<file path="src/rtl/adder_pkg.sv">
// rtl/adder_pkg.sv - shared defaults and chunk derivation for pipe_adder
package adder_pkg;

  localparam int DEFAULT_WIDTH  = 16;
  localparam int DEFAULT_STAGES = 4;

  // Each stage resolves an equal slice of the operand; a zero stage count yields 0.
  function automatic int chunk_width(input int width, input int stages);
    return (stages == 0) ? 0 : width / stages;
  endfunction

  function automatic bit params_legal(input int width, input int stages);
    return (width >= 1) && (stages >= 1) && (stages <= width) && ((width % stages) == 0);
  endfunction

endpackage

</file>
<file path="src/rtl/fa_cell.sv">
// rtl/fa_cell.sv - one-bit full adder used to build each stage's ripple chain
module fa_cell (
  input  logic a,
  input  logic b,
  input  logic cin,
  output logic sum,
  output logic carry
);

  assign sum   = a ^ b ^ cin;
  assign carry = (a & b) | (cin & (a ^ b));

endmodule

</file>
<file path="src/rtl/pipe_adder.sv">
// rtl/pipe_adder.sv - carry-pipelined adder, one operand chunk per stage with valid/ready flow
module pipe_adder
  import adder_pkg::*;
#(
  parameter int WIDTH  = DEFAULT_WIDTH,
  parameter int STAGES = DEFAULT_STAGES
) (
  input  logic             clk,
  input  logic             rst,
  input  logic             in_valid,
  output logic             in_ready,
  input  logic [WIDTH-1:0] a,
  input  logic [WIDTH-1:0] b,
  input  logic             cin,
  output logic             out_valid,
  input  logic             out_ready,
  output logic [WIDTH-1:0] sum,
  output logic             cout,
  output logic             ovf
);

  localparam int CHUNK = chunk_width(WIDTH, STAGES);
  localparam int MSB   = WIDTH - 1;
  localparam int LAST  = STAGES - 1;

  if (!params_legal(WIDTH, STAGES)) begin : g_param_check
    $error("pipe_adder: need 1 <= STAGES <= WIDTH and WIDTH %% STAGES == 0 (WIDTH=%0d STAGES=%0d)",
           WIDTH, STAGES);
  end

  logic             w_en;
  logic             r_valid   [STAGES];
  logic [WIDTH-1:0] r_a       [STAGES];
  logic [WIDTH-1:0] r_b       [STAGES];
  logic [WIDTH-1:0] r_sum     [STAGES];
  logic             r_carry   [STAGES];
  logic             w_src_valid [STAGES];
  logic [WIDTH-1:0] w_src_a     [STAGES];
  logic [WIDTH-1:0] w_src_b     [STAGES];
  logic [WIDTH-1:0] w_src_sum   [STAGES];
  logic             w_src_carry [STAGES];
  logic [WIDTH-1:0] w_sum_next  [STAGES];
  logic             w_carry_next[STAGES];

  assign w_en     = !r_valid[LAST] || out_ready;
  assign in_ready = w_en;

  for (genvar k = 0; k < STAGES; k++) begin : g_stage
    logic [CHUNK:0]   w_c;
    logic [CHUNK-1:0] w_s;

    if (k == 0) begin : g_head
      assign w_src_valid[k] = in_valid;
      assign w_src_a[k]     = a;
      assign w_src_b[k]     = b;
      assign w_src_sum[k]   = '0;
      assign w_src_carry[k] = cin;
    end else begin : g_tail
      assign w_src_valid[k] = r_valid[k-1];
      assign w_src_a[k]     = r_a[k-1];
      assign w_src_b[k]     = r_b[k-1];
      assign w_src_sum[k]   = r_sum[k-1];
      assign w_src_carry[k] = r_carry[k-1];
    end

    assign w_c[0] = w_src_carry[k];
    for (genvar j = 0; j < CHUNK; j++) begin : g_bit
      fa_cell u_fa (
        .a    (w_src_a[k][k*CHUNK+j]),
        .b    (w_src_b[k][k*CHUNK+j]),
        .cin  (w_c[j]),
        .sum  (w_s[j]),
        .carry(w_c[j+1])
      );
    end

    // Bits of this chunk are still zero in the travelling sum, so OR merges them in.
    assign w_sum_next[k]   = w_src_sum[k] | (WIDTH'(w_s) << (k * CHUNK));
    assign w_carry_next[k] = w_c[CHUNK];
  end

  always_ff @(posedge clk or posedge rst) begin
    if (rst) begin
      for (int k = 0; k < STAGES; k++) begin
        r_valid[k] <= 1'b0;
        r_a[k]     <= '0;
        r_b[k]     <= '0;
        r_sum[k]   <= '0;
        r_carry[k] <= 1'b0;
      end
    end else if (w_en) begin
      for (int k = 0; k < STAGES; k++) begin
        r_valid[k] <= w_src_valid[k];
        r_a[k]     <= w_src_a[k];
        r_b[k]     <= w_src_b[k];
        r_sum[k]   <= w_sum_next[k];
        r_carry[k] <= w_carry_next[k];
      end
    end
  end

  assign out_valid = r_valid[LAST];
  assign sum       = r_sum[LAST];
  assign cout      = r_carry[LAST];
  assign ovf       = (r_a[LAST][MSB] == r_b[LAST][MSB]) && (r_sum[LAST][MSB] != r_a[LAST][MSB]);

endmodule

</file>
<file path="config.mk">
export PLATFORM = sky130hd
export DESIGN_NAME = pipe_adder
export DESIGN_NICKNAME = d
export VERILOG_FILES = /design/src/rtl/adder_pkg.sv /design/src/rtl/fa_cell.sv /design/src/rtl/pipe_adder.sv
export SDC_FILE = /design/constraint.sdc
export NUM_CORES = 1
export LEC_CHECK = 0
export BUFFER_PORTS_ARGS = -buffer_cell sky130_fd_sc_hd__buf_2
export CAP_MARGIN = 15
export CORE_UTILIZATION = 60
export CTS_BUF_LIST = sky130_fd_sc_hd__clkbuf_8
export DETAILED_ROUTE_END_ITERATION = 7
export GPL_TIMING_DRIVEN = 0
export PLACE_DENSITY = 0.86
export SLEW_MARGIN = 0
export SYNTH_ARGS = -nofsm -noshare
export SYNTH_HDL_FRONTEND = slang
export SYNTH_SLANG_ARGS = --single-unit
</file>
<file path="constraint.sdc">
create_clock -name clk -period 3.7 [get_ports clk]
set_input_delay 0.185 -clock clk [delete_from_list [all_inputs] [get_ports clk]]
set_output_delay 0.185 -clock clk [all_outputs]
set_load 0.01 [all_outputs]
</file>
==> impl_summary.log <==
INFO  metric final_net_count = 403
INFO  metric peakVddDrop = 337 µV
INFO  metric setup-violations-final = 0
INFO  metric synth_sequential_area_ratio = 52.0%
INFO  metric postSynthAreaPerCell = 16.7 µm²
INFO  metric crit_path_capture_type = flip-flop
INFO  metric worst_clock_skew = 0.0148 ns
INFO  metric via_count_of_the_first_global_routing_pass = 2514
INFO  metric clock-sinks = 98
INFO  metric initial_core_util = 63.6%
INFO  metric detailroute.via_count = 2275
INFO  metric total_routing_usage_gr = 20.5%
INFO  metric clock-root-buffer = sky130_fd_sc_hd__clkbuf_8
INFO  metric post-route-period-util = 58.6%
INFO  metric finalHoldViolations = 0
INFO  metric synthCells = 282
INFO  metric clkSlewWorstSetupHoldPaths = 0.10 ns
INFO  metric synth_warnings = 0
INFO  metric design.core.area = 0.00741 mm²
INFO  metric fillers = 468
INFO  metric grt_max_degree = 57
INFO  metric data_arrival_time_of_the_critical_path = 2.47 ns
INFO  metric area.growth.synth_to_final = 13.6%
INFO  metric drc = 0
INFO  metric rsz0062_at_grt = false
INFO  metric num_antenna_cells = 0
INFO  metric post_synth_num_cell_types = 14
INFO  metric cts_tree = yes
INFO  metric globalRoute.totalOverflow = 0
INFO  metric dieHeight = 90.6 µm
INFO  metric antenna_left = 0
INFO  metric syn_area = 0.00471 mm²
INFO  metric portBuffers = 55
INFO  metric cp_data_required_time = 4.00 ns
INFO  metric worst-slew-pin-transition = 0.530 ns
INFO  metric synth_seq_cells = 98
INFO  metric p_total = 4480 µW
INFO  metric floorplan.io_pins = 57
INFO  metric synth_fp_nets = 335
INFO  metric die-width = 90.6 µm
INFO  metric post-route-min-period = 2.17 ns
INFO  metric gp_routability_congestion = 0.714
INFO  metric post_cts.repair.setup_buffers = 0
INFO  metric cts.htree.levels = 3
INFO  metric achievable-frequency = 461 MHz
INFO  metric dpl.hpwl = 5200 µm
INFO  metric detailedRoute.firstIterationViolations = 72
INFO  metric wire_length_of_the_first_global_routing_pass = 12800 µm
INFO  metric finalWirelength = 7420 µm
INFO  metric cp-start-kind = flip-flop
INFO  metric path_type_of_the_worst_setup_path = flip-flop to flip-flop
INFO  metric clock_insertion_delay_at_the_later_pin_of_the_skew_report = 0.37 ns
INFO  metric slew_violations = 0
INFO  metric grt_antenna_before_repair = 0
INFO  metric run_status = finished, final reports clean
INFO  metric vias_per_cell = 5.01
INFO  metric tns = 0 ns
INFO  metric worst_slew_margin_rel = 64.6%
INFO  metric cap_violations = 0
INFO  metric timing.reg2reg.setup_slack = 1.53 ns
INFO  metric power_density = 836 mW/mm²
INFO  metric post_route_cells_drive_above_1_share = 54.9%
INFO  metric die_area = 0.00821 mm²
INFO  metric worst-path-max-fanout = 2
INFO  metric p_leak = 0.00274 µW
INFO  metric cts_buffer_depth = 2
INFO  metric drt_first_pass_iters = 4
INFO  metric std_cell_rows = 31
INFO  metric hp-class = input pin to flip-flop
INFO  metric wl_per_cell = 16.4 µm
INFO  metric cts_made_buffers = 9
final cells by class:
type,count,area (µm²),share of cell area (%)
Multi-Input combinational cell,127,1810,33.8
Timing Repair Buffer,57,313,5.84
Tap cell,99,124,2.31
Buffer,28,343,6.40
Clock buffer,9,124,2.31
Inverter,29,111,2.08
Clock inverter,7,76.3,1.43
Sequential cell,98,2450,45.8
path summary, 6_finish.rpt:
check | start | endpoint | cells past startpoint
min | a[6] | r_a[54]$_DFFE_PP0P_ | 2
min in group asynchronous | rst | g_stage[1].w_c[0]$_DFFE_PP0P_ | 3
max in group asynchronous | rst | r_b[40]$_DFFE_PP0P_ | 4
min reg2reg | r_valid[1]$_DFFE_PP0P_ | out_valid$_DFFE_PP0P_ | 1
max reg2reg | g_stage[2].w_c[0]$_DFFE_PP0P_ | r_sum[27]$_DFFE_PP0P_ | 8
max | g_stage[2].w_c[0]$_DFFE_PP0P_ | r_sum[27]$_DFFE_PP0P_ | 8
synth_stat cells:
cell	n	share of area [%]
sky130_fd_sc_hd__a21oi_2	9	1.7
sky130_fd_sc_hd__buf_12	10	4.2
sky130_fd_sc_hd__buf_4	16	2.5
sky130_fd_sc_hd__buf_6	2	0.48
sky130_fd_sc_hd__dfrtp_1	98	52
sky130_fd_sc_hd__fa_1	16	6.8
sky130_fd_sc_hd__inv_1	29	2.3
sky130_fd_sc_hd__mux2_4	85	27
sky130_fd_sc_hd__mux2i_1	3	0.64
sky130_fd_sc_hd__nand2_1	1	0.080
sky130_fd_sc_hd__nand2b_1	2	0.27
sky130_fd_sc_hd__nand2b_4	1	0.29
sky130_fd_sc_hd__nor3b_1	9	1.4
sky130_fd_sc_hd__o22ai_1	1	0.13
sequential cells by signal (all words and copies together) (netlist names):
register,flops
r_b,25
out_valid,1
r_a,25
cout,1
r_valid,3
sum,16
g_stage.w_c,3
r_sum,24
cell usage in the layout, fill, tap and decap left out, drive strengths merged, types with 3 or more instances in the layout:
master / Yosys / layout
dfrtp: 98 / 98
mux2: 85 / 85
buf: 28 / 84
inv: 29 / 33
fa: 16 / 16
nor3b: 9 / 9
a21oi: 9 / 9
clkbuf: 0 / 9
mux2i: 3 / 3
nand2b: 3 / 3
repair_timing:
action                    CTS  global route
hold buffers                1             0
hold endpoints to repair   42             0
resized for setup           0             0
kinds of logic after synthesis:
logic type	synth area share, %
flops	52.0
mux	27.7
buf+inv	9.58
fa+ha+maj	6.80
simple gates	2.07
compound gates	1.81
worst max-delay path, stage by stage (launching register included):
cell	delay [ns]
sky130_fd_sc_hd__dfrtp_1	0.37
sky130_fd_sc_hd__inv_1	0.12
sky130_fd_sc_hd__fa_1	0.20
sky130_fd_sc_hd__inv_1	0.06
sky130_fd_sc_hd__fa_1	0.37
sky130_fd_sc_hd__fa_1	0.38
sky130_fd_sc_hd__inv_1	0.08
sky130_fd_sc_hd__fa_1	0.42
sky130_fd_sc_hd__a21oi_2	0.12
report_power, final:
part           leakage (µW)  switching, µW  internal [µW]
combinational       0.00150            676           1240
sequential          0.00113            313           1540
clock              0.000107            386            320
total               0.00274           1380           3100
per-layer routing:
layer	vias up	wire length, µm	global-route usage [%]
met4	0	106	6.85
met1	1169	3530	29.2
met2	40	3570	31.6
met5	-	0	0
li1	1056	-	-
met3	10	215	4.38
metrics by stage:
step / hold WS [ns] / util, % / worst slack (ns) / instances / instance area (µm²)
2_1_floorplan: 0.333 / - / 0.953 / 282 / 4710
5_1_grt: 0.0210 / 72.3 / 1.41 / 454 / 5350
6_report: 0.0414 / 72.3 / 1.53 / 454 / 5350
3_5_place_dp: 0.277 / 69.4 / 1.52 / 437 / 5140
3_3_place_gp: 0.415 / 69.0 / -0.0376 / 436 / 5110
4_1_cts: 0.0287 / 72.3 / 1.53 / 454 / 5350
Note: power is estimated with default switching activity, not from simulation.
